<file path="config.mk">
export PLATFORM = sky130hd
export DESIGN_NAME = rs_issue_scheduler
export DESIGN_NICKNAME = d
export VERILOG_FILES = /design/src/rtl/rs_issue_scheduler.sv
export SDC_FILE = /design/constraint.sdc
export NUM_CORES = 2
export LEC_CHECK = 0
export ABC_AREA = 1
export BUFFER_PORTS_ARGS = -buffer_cell sky130_fd_sc_hd__buf_4
export CAP_MARGIN = 20
export CORE_ASPECT_RATIO = 2
export CORE_UTILIZATION = 57
export CTS_CLUSTER_SIZE = 25
export DETAILED_ROUTE_END_ITERATION = 12
export PLACE_DENSITY = 0.88
export SETUP_SLACK_MARGIN = 0.1
export SYNTH_ARGS = -nofsm -noshare
export SYNTH_HDL_FRONTEND = slang
export SYNTH_SLANG_ARGS = --single-unit
export TNS_END_PERCENT = 20
</file>
<file path="constraint.sdc">
create_clock -name clk -period 4.77 [get_ports clk]
set_input_delay 0.7155 -clock clk [delete_from_list [all_inputs] [get_ports clk]]
set_output_delay 0.7155 -clock clk [all_outputs]
set_load 0.02 [all_outputs]
</file>
<file path="src/rtl/rs_issue_scheduler.sv">
`default_nettype none
// ============================================================================
//  Module      : rs_issue_scheduler
//  Description : Unified reservation station. Holds dispatched uops, tracks
//                operand readiness through wakeup broadcasts, and for each
//                issue port selects the oldest ready uop using an age matrix.
//  Revision    : 1.0 - initial release
// ============================================================================
module rs_issue_scheduler #(
    parameter int RS_ENTRIES   = 8,
    parameter int NUM_PREGS    = 128,
    parameter int NUM_ROB_ENTS = 64,
    parameter int DISP_WIDTH   = 2,
    parameter int NUM_FUS      = 4,
    localparam int PW = $clog2(NUM_PREGS),
    localparam int RW = $clog2(NUM_ROB_ENTS),
    localparam int EW = $clog2(RS_ENTRIES),
    localparam int CW = $clog2(RS_ENTRIES) + 1
) (
    input  logic                    clk,
    input  logic                    rst_n,
    input  logic [DISP_WIDTH-1:0]   disp_valid,
    input  logic [DISP_WIDTH*2-1:0] disp_pipe,
    input  logic [DISP_WIDTH*PW-1:0] disp_src1_preg,
    input  logic [DISP_WIDTH*PW-1:0] disp_src2_preg,
    input  logic [DISP_WIDTH-1:0]   disp_src1_rdy,
    input  logic [DISP_WIDTH-1:0]   disp_src2_rdy,
    input  logic [DISP_WIDTH*PW-1:0] disp_dst_preg,
    input  logic [DISP_WIDTH*RW-1:0] disp_rob_index,
    output logic                    disp_ready,
    input  logic [NUM_FUS-1:0]      wake_valid,
    input  logic [NUM_FUS*PW-1:0]   wake_preg,
    input  logic [NUM_FUS-1:0]      fu_ready,
    output logic [NUM_FUS-1:0]      iss_valid,
    output logic [NUM_FUS*EW-1:0]   iss_entry,
    output logic [NUM_FUS*PW-1:0]   iss_src1_preg,
    output logic [NUM_FUS*PW-1:0]   iss_src2_preg,
    output logic [NUM_FUS*PW-1:0]   iss_dst_preg,
    output logic [NUM_FUS*RW-1:0]   iss_rob_index,
    input  logic                    flush,
    output logic [CW-1:0]           free_count
);

    // Slot storage
    logic [RS_ENTRIES-1:0] r_valid;
    logic [RS_ENTRIES-1:0] r_s1_rdy;
    logic [RS_ENTRIES-1:0] r_s2_rdy;
    logic [1:0]            r_pipe [RS_ENTRIES];
    logic [PW-1:0]         r_s1   [RS_ENTRIES];
    logic [PW-1:0]         r_s2   [RS_ENTRIES];
    logic [PW-1:0]         r_dst  [RS_ENTRIES];
    logic [RW-1:0]         r_rob  [RS_ENTRIES];
    // r_age[i][j] = 1 means slot i is older than slot j
    logic [RS_ENTRIES-1:0] r_age  [RS_ENTRIES];

    logic [CW-1:0]             w_free_cnt;
    logic [DISP_WIDTH-1:0]     w_lane_en;
    logic [EW-1:0]             w_lane_slot [DISP_WIDTH];
    logic [RS_ENTRIES-1:0]     w_taken;
    logic                      w_found;
    logic [NUM_FUS*RS_ENTRIES-1:0] w_clr_flat;
    logic [RS_ENTRIES-1:0]     w_issue_clr;

    // True when any valid broadcast this cycle carries the given preg
    function automatic logic f_wake_hit(
        input logic [PW-1:0]         preg,
        input logic [NUM_FUS-1:0]    wv,
        input logic [NUM_FUS*PW-1:0] wp
    );
        logic hit;
        hit = 1'b0;
        for (int f = 0; f < NUM_FUS; f++) begin
            if (wv[f] && (wp[f*PW +: PW] == preg)) hit = 1'b1;
        end
        return hit;
    endfunction

    // Count empty slots from registered state only (issuing slots still count as used)
    always_comb begin
        w_free_cnt = '0;
        for (int i = 0; i < RS_ENTRIES; i++) begin
            if (!r_valid[i]) w_free_cnt = w_free_cnt + CW'(1);
        end
    end

    assign free_count = w_free_cnt;
    assign disp_ready = (w_free_cnt >= CW'(DISP_WIDTH));

    // Allocate the lowest free slots to accepted lanes, lower lane first
    always_comb begin
        w_taken   = '0;
        w_found   = 1'b0;
        w_lane_en = '0;
        for (int k = 0; k < DISP_WIDTH; k++) begin
            w_lane_slot[k] = '0;
            w_found        = 1'b0;
            if (disp_valid[k] && disp_ready && !flush) begin
                for (int i = 0; i < RS_ENTRIES; i++) begin
                    if (!w_found && !r_valid[i] && !w_taken[i]) begin
                        w_found        = 1'b1;
                        w_taken[i]     = 1'b1;
                        w_lane_slot[k] = EW'(i);
                        w_lane_en[k]   = 1'b1;
                    end
                end
            end
        end
    end

    generate
        for (genvar p = 0; p < NUM_FUS; p++) begin : g_port
            logic [RS_ENTRIES-1:0] w_cand;
            logic [RS_ENTRIES-1:0] w_sel;
            logic [EW-1:0]         w_idx;

            // Ready candidates for this port and the single oldest among them
            always_comb begin
                w_cand = '0;
                for (int i = 0; i < RS_ENTRIES; i++) begin
                    w_cand[i] = r_valid[i] && (r_pipe[i] == 2'(p)) && r_s1_rdy[i] && r_s2_rdy[i];
                end
                w_sel = '0;
                for (int i = 0; i < RS_ENTRIES; i++) begin
                    w_sel[i] = w_cand[i];
                    for (int j = 0; j < RS_ENTRIES; j++) begin
                        if ((j != i) && w_cand[j] && !r_age[i][j]) w_sel[i] = 1'b0;
                    end
                end
                w_idx = '0;
                for (int i = 0; i < RS_ENTRIES; i++) begin
                    if (w_sel[i]) w_idx = EW'(i);
                end
            end

            assign iss_valid[p]                = (|w_cand) && fu_ready[p] && !flush;
            assign iss_entry[p*EW +: EW]       = w_idx;
            assign iss_src1_preg[p*PW +: PW]   = r_s1[w_idx];
            assign iss_src2_preg[p*PW +: PW]   = r_s2[w_idx];
            assign iss_dst_preg[p*PW +: PW]    = r_dst[w_idx];
            assign iss_rob_index[p*RW +: RW]   = r_rob[w_idx];
            assign w_clr_flat[p*RS_ENTRIES +: RS_ENTRIES] = iss_valid[p] ? w_sel : '0;
        end
    endgenerate

    // Merge per-port issue selections into one slot-invalidate mask
    always_comb begin
        w_issue_clr = '0;
        for (int p = 0; p < NUM_FUS; p++) begin
            w_issue_clr = w_issue_clr | w_clr_flat[p*RS_ENTRIES +: RS_ENTRIES];
        end
    end

    // Slot state update: reset/flush clear, issue invalidate, wakeup, dispatch write
    always_ff @(posedge clk or negedge rst_n) begin
        if (!rst_n) begin
            r_valid  <= '0;
            r_s1_rdy <= '0;
            r_s2_rdy <= '0;
            for (int i = 0; i < RS_ENTRIES; i++) begin
                r_pipe[i] <= '0;
                r_s1[i]   <= '0;
                r_s2[i]   <= '0;
                r_dst[i]  <= '0;
                r_rob[i]  <= '0;
                r_age[i]  <= '0;
            end
        end else if (flush) begin
            r_valid <= '0;
            for (int i = 0; i < RS_ENTRIES; i++) begin
                r_age[i] <= '0;
            end
        end else begin
            for (int i = 0; i < RS_ENTRIES; i++) begin
                if (w_issue_clr[i]) r_valid[i] <= 1'b0;
                if (f_wake_hit(r_s1[i], wake_valid, wake_preg)) r_s1_rdy[i] <= 1'b1;
                if (f_wake_hit(r_s2[i], wake_valid, wake_preg)) r_s2_rdy[i] <= 1'b1;
            end
            // Later lanes override earlier ones so lane 0 ends up older than lane 1
            for (int k = 0; k < DISP_WIDTH; k++) begin
                if (w_lane_en[k]) begin
                    r_valid[w_lane_slot[k]]  <= 1'b1;
                    r_pipe[w_lane_slot[k]]   <= disp_pipe[k*2 +: 2];
                    r_s1[w_lane_slot[k]]     <= disp_src1_preg[k*PW +: PW];
                    r_s2[w_lane_slot[k]]     <= disp_src2_preg[k*PW +: PW];
                    r_dst[w_lane_slot[k]]    <= disp_dst_preg[k*PW +: PW];
                    r_rob[w_lane_slot[k]]    <= disp_rob_index[k*RW +: RW];
                    r_s1_rdy[w_lane_slot[k]] <= disp_src1_rdy[k] |
                        f_wake_hit(disp_src1_preg[k*PW +: PW], wake_valid, wake_preg);
                    r_s2_rdy[w_lane_slot[k]] <= disp_src2_rdy[k] |
                        f_wake_hit(disp_src2_preg[k*PW +: PW], wake_valid, wake_preg);
                    r_age[w_lane_slot[k]]    <= '0;
                    for (int j = 0; j < RS_ENTRIES; j++) begin
                        if (EW'(j) != w_lane_slot[k]) r_age[j][w_lane_slot[k]] <= 1'b1;
                    end
                end
            end
        end
    end

endmodule
`default_nettype wire
</file>
==> qor.yml, run 1 <==
status:
  status: "did not finish"
  failed_stage: "global routing (5_1_grt)"
  stop_error: "[ERROR GRT-0116] Global routing finished with congestion. Check the congestion regions in the DRC Viewer."
synthesis:
  synth_top_family_by_area: "compound AO/OA/AOI/OAI gates"
  syn_area_mm2: 0.0311
  synth_compound_area_share_pct: 40.0
  ys_warn_count: 0
  ys_top_cells_by_area: "dfrtp_1 (25%), o21ai_0 (14%), nand2_1 (12%)"
  synth_mux_area_share_pct: 0
  synth_seq_cells: 312
  synth-edff-count: 0
  synthAdderAreaFrac_pct: 0.402
  synth_cell_types: 54
  synth.net_count: 5060
  syn_inst: 4947
  netlist.area_leader.share_pct: 25.1
  yosys.area_share.simple_pct: 19.3
  seq_area_frac_synth_pct: 25.1
  async_reset_ff_share_pct: 100
  synth_top_area_cell: "dfrtp_1"
  synth_ff_type: "dfrtp_1"
  avgSynthCellArea_um2: 6.29
  synth-xor-area-share_pct: 3.92
cts:
  cts_hold_buf: 0
  ctsLongestPathBuffers: 3
  cts_buffers: 30
  htree_levels: 1
  clock-sinks: 312
  root_buffer: "clkbuf_16"
placement:
  dp_cells: 5740
  dp_hpwl_um: 131000
  pre_cts_ws_ns: -0.201
  dpl_cell_area_mm2: 0.0356
  place_congestion: 1.19
  port-buffer-count: 231
global_routing:
  grt_pass1_wl_um: 325000
  gr-total-overflow: 309
  grt_max_degree: 98
  grt_pass1_vias: 45700
  grt.total_usage_pct: 77.6
floorplanning:
  die_h_um: 332
  die_w_um: 167
  rows: 120
  start_util_pct: 57.8
  io_pins: 232
## cell families after synthesis
kind of cell	after synthesis
compound gates	2173
xor+xnor	139
fa+ha+maj	10
buf+inv	888
flops	312
simple gates	1425
## metrics by stage
step | TNS, ns | util [%]
floorplan | 0 | -
global placement | -0.249 | 66.3
detailed placement | -15.36 | 66.3
CTS | -2.63 | 70.3
## what timing repair did
item / 4_1_cts
resized for setup: 151
pin swaps: 50
endpoints found under the hold margin: 0
buffers inserted: 29
endpoints found under the setup margin: 421
cloned: 11
## per-layer routing
metal  GRT usage, %  GRT overflow
met4           76.4           112
met5           19.2             0
met3           60.1             9
met2           96.1           188
met1           78.5             0
## cells in the mapped netlist, types with 10 or more instances
master,instances
nand2_1,1012
o21ai_0,892
a21oi_1,549
inv_1,388
clkbuf_1,318
dfrtp_1,312
o22ai_1,209
nor2_1,129
nand3_1,112
o21ai_1,106
xor2_1,93
a221oi_1,86
buf_1,76
o2111ai_1,72
a31oi_1,66
o21a_1,55
nor4_1,51
xnor2_1,46
o211ai_1,43
buf_2,35
o221ai_1,34
nand4_1,32
nor3_1,32
a2111oi_0,28
clkinv_1,28
inv_2,20
buf_6,13
nand2_2,12
ha_1,10
==> run 2, diff against run 1 <==
- CORE_ASPECT_RATIO: 2 -> not set
- CORE_UTILIZATION: 57 -> 40
- CTS_CLUSTER_SIZE: 25 -> not set
- PLACE_DENSITY: 0.88 -> not set
- PLACE_DENSITY_LB_ADDON: not set -> 0.15
- SETUP_SLACK_MARGIN: 0.1 -> not set
- clock period: 4.77 -> 6.2 ns (I/O delays scaled with it)
==> run 2 against run 1 <==
  * The flow now finishes without violations
  * Synthesized area unchanged
  * Synthesized cell count stayed put
==> qor.yml, run 2 <==
cells_and_area:
  instances_no_fill: 5931
  post_route_cells_drive_above_1_share_pct: 10.1
  final_common_cell: "nand2_1"
  area_delta_synth_final_pct: 12.0
  num-nets-final: 4976
  nFillCells: 8045
  mostFrequentLayoutCells: "nand2_1 (998), o21ai_0 (892), a21oi_1 (549)"
  final_cell_area_mm2: 0.0348
global_routing:
  grt_pass1_vias: 35000
  grt_max_degree: 118
  grt_pass1_wl_um: 252000
  gr-total-overflow: 0
  antenna_found_initial: 12
  grt.total_usage_pct: 43.5
routing:
  wl_per_cell_um: 30.0
  ant_nets: 0
  route.met3.wl_um: 28100
  vias: 39900
  wl_met2_um: 70400
  drt_iter0_drc: 7905
  wl_met1_um: 68000
  drc_errors: 0
  highest-signal-layer: "met5"
  drt_wl_total_um: 178000
  via_per_inst: 6.73
  first_pass_iters: 11
worst_hold_path:
  hold_path_class: "input pin to async pin"
cts:
  cts_buffers: 40  # +33%
  cts_tree: "built"
  htree_levels: 2  # +1
  cts_setup_buffers: 0  # -100%
  root_buffer: "clkbuf_16"
  clock-sinks: 312  # unchanged
  cts.clk_slew.worst_paths_ns: 0.06
  clock_latency_ns: 0.61
  ctsLongestPathBuffers: 3  # unchanged
floorplanning:
  die_h_um: 281  # -15%
  start_util_pct: 40.7  # -17 points
  core-area_mm2: 0.0765
  dieArea_mm2: 0.0789
  rows: 101  # -16%
  die_w_um: 281  # +68%
  io_pins: 232  # unchanged
placement:
  dpl_cell_area_mm2: 0.0333  # -6.5%
  pre_cts_ws_ns: 0.544  # +0.745 ns
  place_congestion: 1.07  # -10%
  dp_hpwl_um: 120000  # -8.1%
  port-buffer-count: 231  # unchanged
  dp_cells: 5849  # +1.9%
job:
  cap_violations: 0
synthesis:
  netlist.area_leader.share_pct: 25.1  # unchanged
  synth_compound_area_share_pct: 40.0  # unchanged
  synth-edff-count: 0  # unchanged
  seq_area_frac_synth_pct: 25.1  # unchanged
  synth_top_area_cell: "dfrtp_1"
  synthAdderAreaFrac_pct: 0.402  # unchanged
  yosys.area_share.simple_pct: 19.3  # unchanged
  synth_top_family_by_area: "compound AO/OA/AOI/OAI gates"
  synth_seq_cells: 312  # unchanged
  syn_area_mm2: 0.0311  # unchanged
  ys_top_cells_by_area: "dfrtp_1 (25%), o21ai_0 (14%), nand2_1 (12%)"
  synth_cell_types: 54  # unchanged
  synth_ff_type: "dfrtp_1"
  synth.net_count: 5060  # unchanged
  netlist_top_cells_count: "nand2_1 (1012), o21ai_0 (892), a21oi_1 (549), inv_1 (388), clkbuf_1 (318)"
  syn_inst: 4947  # unchanged
  ys_warn_count: 0  # unchanged
  yosysMostFrequentCell: "nand2_1"
  avgSynthCellArea_um2: 6.29  # unchanged
  async_reset_ff_share_pct: 100  # unchanged
  synth_mux_area_share_pct: 0  # unchanged
  synth-xor-area-share_pct: 3.92  # unchanged
power_and_ir_drop:
  p_leak_nw: 14.2
  p_total_mw: 13.4
  ir_drop_mv: 0.461
  powerDensity_mw_per_mm2: 384
timing:
  hold_viol: 0
  tightest_slew_ns: 1.12
  whs_ns: 0.421
  fin_crit_sh_pct: 97.5
  fmax_mhz: 165
  setup_slack_ns: 0.153
  finalSetupViolCount: 0
  min_period_ns: 6.05
  skew_ns: 0.0407
  maxSlewViolCount: 0
  rsz0062_at_grt: "yes"
  slew_headroom_pct: 25.5
worst_setup_path:
  crit_path_start_kind: "register"
  path_class: "register to output pin"
  crit_chain: "inv_1 > nor2_1 > nand2_1 > buf_4 > inv_1 > o21ai_0 > or4_1 > nand2_1 > inv_1 > nand2_2 > clkinv_2 > buf_4 > a21oi_1 > o21ai_0 > nand2_1 > nor2_1 > a31oi_1 > buf_4"
  end_kind: "output pin"
  critPathSlowestCell: "or4_1"
  cp_slowest_stage_delay_ns: 0.68
  crit_family: "buffers and inverters"
  worst-path-buf-inv: 7
  path_max_fanout: 31
  arrival_ns: 5.12
  crit_required_ns: 5.27
status:
  status: "completed"
[run 2: cell counts after synthesis]
Identical to the previous run, type by type.
[run 2: path summary, 6_finish.rpt]
| kind | from | end | slack (ns) | depth (start not counted) |
|---|---|---|---|---|
| setup / recovery | r_valid[7] | iss_dst_preg[13] | 0.15 | 18 |
| hold / removal | rst_n | r_s1[8] | 0.42 | 1 |
| setup reg to reg | r_valid[0] | r_valid[1] | 0.54 | 30 |
| hold reg to reg | r_s1_rdy[4] | r_s1_rdy[4] | 0.48 | 2 |
| max in group asynchronous | rst_n | r_dst[33] | 4.40 | 2 |
| min in group clk | r_s1_rdy[4] | r_s1_rdy[4] | 0.48 | 2 |
[run 2: logic make-up after synthesis]
group | after synthesis
xor gates and xnor gates | 139
buffers and inverters | 888
DFF | 312
AOI/OAI and AO/OA | 2173
adders and majority gates | 10
and+or+nand+nor | 1425
[run 2: routing by layer]
layer  track usage, %  up-vias
met3             17.1      777
li1                 -    17300
met4             20.9       12
met2             61.0     3244
met1             57.6    18600
met5             1.63        -
[run 2: cell type report]
cell class	instances	area, um^2	area share [%]
antenna	6	15.0	0.0431
tap	1030	1290	3.70
inverter	436	1640	4.71
timing repair buffer	326	2710	7.79
clock inverter	20	284	0.816
clock buffer	54	1160	3.34
multi-input combinational	3747	19900	57.2
sequential	312	7810	22.4
[run 2: power breakdown]
group          internal, mW  switching, mW
registers              2.49          0.991
clock network          1.51           1.09
logic                  2.35           4.94
total                  6.34           7.01
[run 2: repair_timing]
action,CTS,global route
hold buffers,0,0
gates resized for setup,0,9
endpoints found under the setup margin,0,49
[run 2: metrics by stage]
stage                     utilization (%)  setup TNS, ns
after floorplan                         -              0
after global placement               43.6              0
after detailed placement             43.6              0
after CTS                            45.5              0
after global routing                 45.5       -0.00414
final                                45.5              0
Power figures use the tool's default switching activity.
